[config.mk]
export PLATFORM = sky130hd
export DESIGN_NAME = sample_capture_flat
export DESIGN_NICKNAME = d
export VERILOG_FILES = /design/src/rtl/lab_pkg.sv /design/src/rtl/sample_capture_if.sv /design/src/rtl/debounce_pulse.sv /design/src/rtl/sample_capture.sv /design/src/flat_wrapper.sv
export SDC_FILE = /design/constraint.sdc
export NUM_CORES = 1
export LEC_CHECK = 0
export BUFFER_PORTS_ARGS = -buffer_cell sky130_fd_sc_hd__buf_2
export CAP_MARGIN = 10
export CORE_UTILIZATION = 40
export CTS_CLUSTER_DIAMETER = 120
export CTS_CLUSTER_SIZE = 14
export DETAILED_ROUTE_END_ITERATION = 8
export PLACE_DENSITY = 0.58
export SETUP_SLACK_MARGIN = 0.05
export SLEW_MARGIN = 25
export SYNTH_ARGS = -nofsm -noshare
export SYNTH_HDL_FRONTEND = slang
export SYNTH_HIERARCHICAL = 1
export SYNTH_SLANG_ARGS = --single-unit
export TNS_END_PERCENT = 100
[constraint.sdc]
create_clock -name clk -period 6.6 [get_ports clk]
set_input_delay 0.66 -clock clk [delete_from_list [all_inputs] [get_ports clk]]
set_output_delay 0.66 -clock clk [all_outputs]
set_load 0.005 [all_outputs]
[src/rtl/lab_pkg.sv]
// Shared definitions for the button-driven front-end blocks: debounce FSM
// state encoding, sample width and the default debounce interval.
package lab_pkg;

    localparam int SAMPLE_W                = 8;
    localparam int DEFAULT_DEBOUNCE_CYCLES = 100000;

    typedef enum logic [1:0] {
        IDLE         = 2'd0,
        WAIT_PRESS   = 2'd1,
        PRESSED      = 2'd2,
        WAIT_RELEASE = 2'd3
    } db_state_e;

endpackage

[src/rtl/sample_capture_if.sv]
// Board-control and sample-stash signal bundle for sample_capture.
// The master side drives the raw controls; the slave side produces samples.
interface sample_capture_if;
    import lab_pkg::*;

    logic                btn_sample;
    logic                btn_next;
    logic [SAMPLE_W-1:0] sw;
    logic [SAMPLE_W-1:0] sample_in;
    logic                sample_in_valid;
    logic                next_sample;

    modport master (
        output btn_sample, btn_next, sw,
        input  sample_in, sample_in_valid, next_sample
    );

    modport slave (
        input  btn_sample, btn_next, sw,
        output sample_in, sample_in_valid, next_sample
    );
endinterface

[src/rtl/debounce_pulse.sv]
// Synchronises one raw button and debounces it; press_pulse is high for the
// single cycle in which a press is accepted (WAIT_PRESS -> PRESSED).
module debounce_pulse
    import lab_pkg::*;
#(
    parameter int DEBOUNCE_CYCLES = DEFAULT_DEBOUNCE_CYCLES
) (
    input  logic clk,
    input  logic reset,
    input  logic btn_raw,
    output logic press_pulse
);
    localparam int             CW      = $clog2(DEBOUNCE_CYCLES);
    localparam logic [CW-1:0]  CNT_MAX = CW'(DEBOUNCE_CYCLES - 1);

    logic [1:0]    sync_q;
    logic          btn_s;
    db_state_e     state_q, state_d;
    logic [CW-1:0] cnt_q, cnt_d;

    assign btn_s = sync_q[1];

    always_ff @(posedge clk) begin
        if (!reset) begin
            sync_q  <= 2'b00;
            state_q <= IDLE;
            cnt_q   <= '0;
        end else begin
            sync_q  <= {sync_q[0], btn_raw};
            state_q <= state_d;
            cnt_q   <= cnt_d;
        end
    end

    // press_pulse is combinational here so the top can register it on the
    // same edge that the FSM enters PRESSED.
    always_comb begin
        state_d     = state_q;
        cnt_d       = cnt_q;
        press_pulse = 1'b0;
        case (state_q)
            IDLE: begin
                if (btn_s) begin
                    state_d = WAIT_PRESS;
                    cnt_d   = '0;
                end
            end
            WAIT_PRESS: begin
                if (!btn_s) begin
                    state_d = IDLE;
                end else if (cnt_q == CNT_MAX) begin
                    state_d     = PRESSED;
                    press_pulse = 1'b1;
                end else begin
                    cnt_d = cnt_q + CW'(1);
                end
            end
            PRESSED: begin
                if (!btn_s) begin
                    state_d = WAIT_RELEASE;
                    cnt_d   = '0;
                end
            end
            WAIT_RELEASE: begin
                if (btn_s) begin
                    state_d = PRESSED;
                end else if (cnt_q == CNT_MAX) begin
                    state_d = IDLE;
                end else begin
                    cnt_d = cnt_q + CW'(1);
                end
            end
            default: state_d = IDLE;
        endcase
    end
endmodule

[src/rtl/sample_capture.sv]
// Turns raw switches and sample/next buttons into registered sample_in,
// sample_in_valid and next_sample pulses for the sample stash.
module sample_capture
    import lab_pkg::*;
#(
    parameter int DEBOUNCE_CYCLES = DEFAULT_DEBOUNCE_CYCLES
) (
    input  logic             clk,
    input  logic             reset,
    sample_capture_if.slave  bus
);
    logic [1:0]          btn_raw;
    logic [1:0]          press_pulse;
    logic                sample_pulse, next_pulse;
    logic [SAMPLE_W-1:0] sw_meta_q, sw_s_q;
    logic [SAMPLE_W-1:0] sample_in_q, sample_in_d;
    logic                valid_q, valid_d;
    logic                next_q, next_d;
    logic                pend_q, pend_d;

    assign btn_raw      = {bus.btn_next, bus.btn_sample};
    assign sample_pulse = press_pulse[0];
    assign next_pulse   = press_pulse[1];

    generate
        for (genvar gi = 0; gi < 2; gi++) begin : g_btn
            debounce_pulse #(
                .DEBOUNCE_CYCLES(DEBOUNCE_CYCLES)
            ) u_debounce (
                .clk        (clk),
                .reset      (reset),
                .btn_raw    (btn_raw[gi]),
                .press_pulse(press_pulse[gi])
            );
        end
    endgenerate

    always_ff @(posedge clk) begin
        if (!reset) begin
            sw_meta_q   <= '0;
            sw_s_q      <= '0;
            sample_in_q <= '0;
            valid_q     <= 1'b0;
            next_q      <= 1'b0;
            pend_q      <= 1'b0;
        end else begin
            sw_meta_q   <= bus.sw;
            sw_s_q      <= sw_meta_q;
            sample_in_q <= sample_in_d;
            valid_q     <= valid_d;
            next_q      <= next_d;
            pend_q      <= pend_d;
        end
    end

    // A capture always owns its cycle; a coincident next press is parked in
    // pend_q and released on the following cycle.
    always_comb begin
        sample_in_d = sample_in_q;
        valid_d     = 1'b0;
        next_d      = 1'b0;
        pend_d      = pend_q;
        if (sample_pulse) begin
            sample_in_d = sw_s_q;
            valid_d     = 1'b1;
            if (next_pulse) begin
                pend_d = 1'b1;
            end
        end else if (next_pulse || pend_q) begin
            next_d = 1'b1;
            pend_d = 1'b0;
        end
    end

    assign bus.sample_in       = sample_in_q;
    assign bus.sample_in_valid = valid_q;
    assign bus.next_sample     = next_q;
endmodule

[src/flat_wrapper.sv]
// flat-port wrapper written by rule: the top's interface ports become plain ports
module sample_capture_flat import lab_pkg::*;
#(
    parameter int DEBOUNCE_CYCLES = DEFAULT_DEBOUNCE_CYCLES
)
  (clk, reset, bus_btn_sample, bus_btn_next, bus_sw, bus_sample_in, bus_sample_in_valid, bus_next_sample);
  sample_capture_if bus_i ();
  input  logic clk;
  input  logic reset;
  input wire logic [$bits(bus_i.btn_sample)-1:0] bus_btn_sample;
  input wire logic [$bits(bus_i.btn_next)-1:0] bus_btn_next;
  input wire logic [$bits(bus_i.sw)-1:0] bus_sw;
  output wire logic [$bits(bus_i.sample_in)-1:0] bus_sample_in;
  output wire logic [$bits(bus_i.sample_in_valid)-1:0] bus_sample_in_valid;
  output wire logic [$bits(bus_i.next_sample)-1:0] bus_next_sample;
  assign bus_i.btn_sample = bus_btn_sample;
  assign bus_i.btn_next = bus_btn_next;
  assign bus_i.sw = bus_sw;
  assign bus_sample_in = bus_i.sample_in;
  assign bus_sample_in_valid = bus_i.sample_in_valid;
  assign bus_next_sample = bus_i.next_sample;
  sample_capture #(.DEBOUNCE_CYCLES(DEBOUNCE_CYCLES)) u_core (.clk(clk), .reset(reset), .bus(bus_i));
endmodule
==> results.py <==
metrics = {
    "run_status": {
        "status": "complete, no violations",
    },
    "die": {
        "fp-row-count": 31,
        "io_pins": 22,
        "coreArea_mm2": 0.00741,
        "dieArea_mm2": 0.00822,
        "die_h_um": 90.6,
        "die_width_um": 90.6,
        "start_util_pct": 42.4,
    },
    "cells_and_area": {
        "utilization_pct": 47.9,
        "finalNonFillerCells": 472,
        "layout_commonest_cell": "dfxtp_1",
        "layout_common_cells": "dfxtp_1, nand2_1, and2_1, nor2_1, buf_2",
        "syn_to_final_growth_pct": 12.8,
        "diodes": 0,
        "final_area_mm2": 0.00355,
        "drive_above_1_share_pct": 14.7,
        "fin_nets": 382,
    },
    "worst_setup_path": {
        "max_stage_delay_ns": 0.87,
        "critPathKind": "register to register",
        "crit_required_ns": 6.83,
        "critPathMaxFanout": 11,
        "worstPathCellList": "ha_1, and3_1, and4_1, nand3_1, nor3b_2, mux2i_1, nor2b_1",
        "arrival_ns": 3.06,
        "crit_path_top_delay_cell": "nor3b_2",
        "cp-end-kind": "register",
        "critPathTopFamily": "simple AND/OR/NAND/NOR gates",
        "path_buf_inv": 0,
        "critPathLaunchType": "register",
    },
    "power": {
        "power_frac_comb_pct": 2.5,
        "power_density_mw_per_mm2": 237,
        "switchingPower_mw": 0.185,
        "peakVddDrop_uv": 152,
        "p_sw_share_pct": 21.9,
        "seq_power_share_pct": 50.6,
        "p_leak_nw": 1.21,
        "p_int_mw": 0.657,
        "power.share.clock_pct": 46.9,
    },
    "global_route": {
        "grt-ovfl-total": 0,
        "grt_max_degree": 43,
        "antenna_found_initial": 0,
        "grtUsageTotal_pct": 16.2,
        "first_global_vias": 2282,
        "grt_pass1_wl_mm": 10.6,
    },
    "cts": {
        "clkTransAtPathRegs_ns": 0.08,
        "ctsResizeCount": 0,
        "holdBufCountCts": 0,
        "cts.sinks": 69,
        "post_cts_buffers": 0,
        "clk_latency_ns": 0.35,
        "numCtsBuffers": 9,
        "cts_root_buf": "clkbuf_8",
        "clk_path_buf_depth": 2,
        "cts.htree.levels": 3,
        "cts_tree": "done",
    },
    "place": {
        "pre_cts_ws_ns": 3.82,
        "hpwl_mm": 4.09,
        "portBuffers": 21,
        "place_area_mm2": 0.00331,
        "placed_cells": 456,
        "gp_congestion": 0.823,
    },
    "drt": {
        "post_drt_via_cell_ratio": 5.38,
        "routed_wl_mm": 6.21,
        "ant_nets": 0,
        "drc": 0,
        "dr.pass1.iters": 4,
        "avgRoutedWirePerCell_um": 13.2,
        "vias": 2540,
        "drt-initial-drc-count": 92,
    },
    "timing": {
        "min_period_ns": 2.83,
        "fin_worst_skew_ns": 0.0129,
        "rsz0062_at_grt": "false",
        "tns_ns": 0,
        "worst_slew_pin_slew_ns": 0.950,
        "fmaxAchievable_mhz": 354,
        "period_share_pct": 42.8,
        "worst_slack_ns": 3.77,
        "setup_viol": 0,
        "finalMaxSlewViolations": 0,
        "hold_viol": 0,
        "slew_headroom_pct": 36.4,
    },
    "logic_synthesis": {
        "synth-seq-cells": 69,
        "yosysTopAreaCellShare_pct": 43.9,
        "syn_nets": 363,
        "synth_edf_count": 0,
        "avgSynthCellArea_um2": 9.01,
        "synthArstFlopShare_pct": 0,
        "synthFlopType": "dfxtp_1",
        "ys_top_cells_by_area": "dfxtp_1, and2_1, mux2i_1, nand2_1, nand4_1",
        "synth.distinct_cells": 44,
        "synth_area_leader_cell": "dfxtp_1",
        "syn_area_mm2": 0.00314,
        "ys.warnings.count": 6,
        "ys_seq_area_share_pct": 43.9,
        "netlist_instances": 349,
    },
    "min_path": {
        "hp-class": "register to register",
    },
    "job": {
        "cap_violations": 0,
    },
}
## synthesized netlist by cell type (4+ instances only)
| cell | n |
|---|---|
| nand2_1 | 32 |
| or3_1 | 4 |
| a31oi_1 | 8 |
| and4_1 | 8 |
| nand3b_1 | 4 |
| and2_1 | 24 |
| dfxtp_1 | 69 |
| a21oi_1 | 16 |
| nor2b_1 | 8 |
| mux2i_1 | 12 |
| o21ai_0 | 9 |
| and3_1 | 4 |
| nand3_1 | 16 |
| nor2_1 | 24 |
| nand4b_1 | 4 |
| nor3_1 | 14 |
| xor2_1 | 6 |
| inv_1 | 5 |
| nor3_2 | 4 |
| nand4_1 | 18 |
| o311a_1 | 6 |
| clkbuf_2 | 4 |
| nor3b_1 | 4 |
| xnor2_1 | 4 |
| clkbuf_1 | 6 |
## final timing paths
| path | cells past startpoint | endpoint | slack (ns) | startpoint |
|---|---|---|---|---|
| worst max-delay path | 7 | u_core/bus.sample_in[3]$_SDFFE_PN0P_ | 3.77 | u_core/g_btn[0].u_debounce/cnt_q[0]$_SDFFE_PN0P_ |
| worst min-delay path | 1 | u_core/sw_s_q[1]$_SDFF_PN0_ | 0.43 | u_core/sw_meta_q[1]$_SDFF_PN0_ |
| worst max register to register | 7 | u_core/bus.sample_in[3]$_SDFFE_PN0P_ | 3.77 | u_core/g_btn[0].u_debounce/cnt_q[0]$_SDFFE_PN0P_ |
| worst min register to register | 1 | u_core/sw_s_q[1]$_SDFF_PN0_ | 0.43 | u_core/sw_meta_q[1]$_SDFF_PN0_ |
## flip-flops by register name (all words and copies together), names as in the netlist, named ones only
name	cells
u_core/bus.sample_in	8
u_core/g_btn.u_debounce/sync_q	4
u_core/g_btn.u_debounce/state_q	2
u_core/bus.sample_in_valid	1
u_core/sw_s_q	8
u_core/bus.next_sample	1
u_core/g_btn.u_debounce/cnt_q	34
u_core/pend_q	1
u_core/sw_meta_q	8
## per-stage QoR
| step | total power [mW] | hold slack [ns] |
|---|---|---|
| 6_report | 0.841 | 0.429 |
| 5_1_grt | 0.880 | 0.433 |
| 4_1_cts | 0.856 | 0.433 |
| 3_5_place_dp | 0.457 | 0.421 |
| 3_3_place_gp | 0.457 | 0.413 |
| 2_1_floorplan | 0.448 | 0.412 |
## cells by family after synthesis
| family | synth area share (%) |
|---|---|
| AND/OR/NAND/NOR | 32.4 |
| flip-flops | 43.9 |
| buffers and inverters | 3.34 |
| AO/OA/AOI/OAI | 11.9 |
| adder cells (fa/ha/maj) | 0.796 |
| multiplexers | 3.82 |
| XOR/XNOR | 3.82 |
## routing by layer
layer / track usage [%] / up-vias / share of wire (%)
met5: 0 / - / 0
met4: 5.65 / 0 / 1.2
met3: 5.30 / 7 / 4.7
met2: 26.1 / 58 / 45
met1: 20.2 / 1177 / 49
li1: - / 1298 / -
## area by class of cell
class                      count  area, um^2
sequential                    69        1380
tap                           99         124
timing repair buffer          23         120
clock buffer                  10         138
fill                         727        3860
inverter                       7        26.3
multi-input combinational    258        1660
clock inverter                 6        95.1
## power by group through the flow
stage | clock network (mW) | logic [mW] | registers (mW)
floorplan | 0 | 0.0144 | 0.433
global placement | 0 | 0.0218 | 0.435
detailed placement | 0 | 0.0218 | 0.435
CTS | 0.409 | 0.0219 | 0.425
global route | 0.430 | 0.0242 | 0.426
finish | 0.394 | 0.0213 | 0.425
Power figures use the tool's default switching activity.
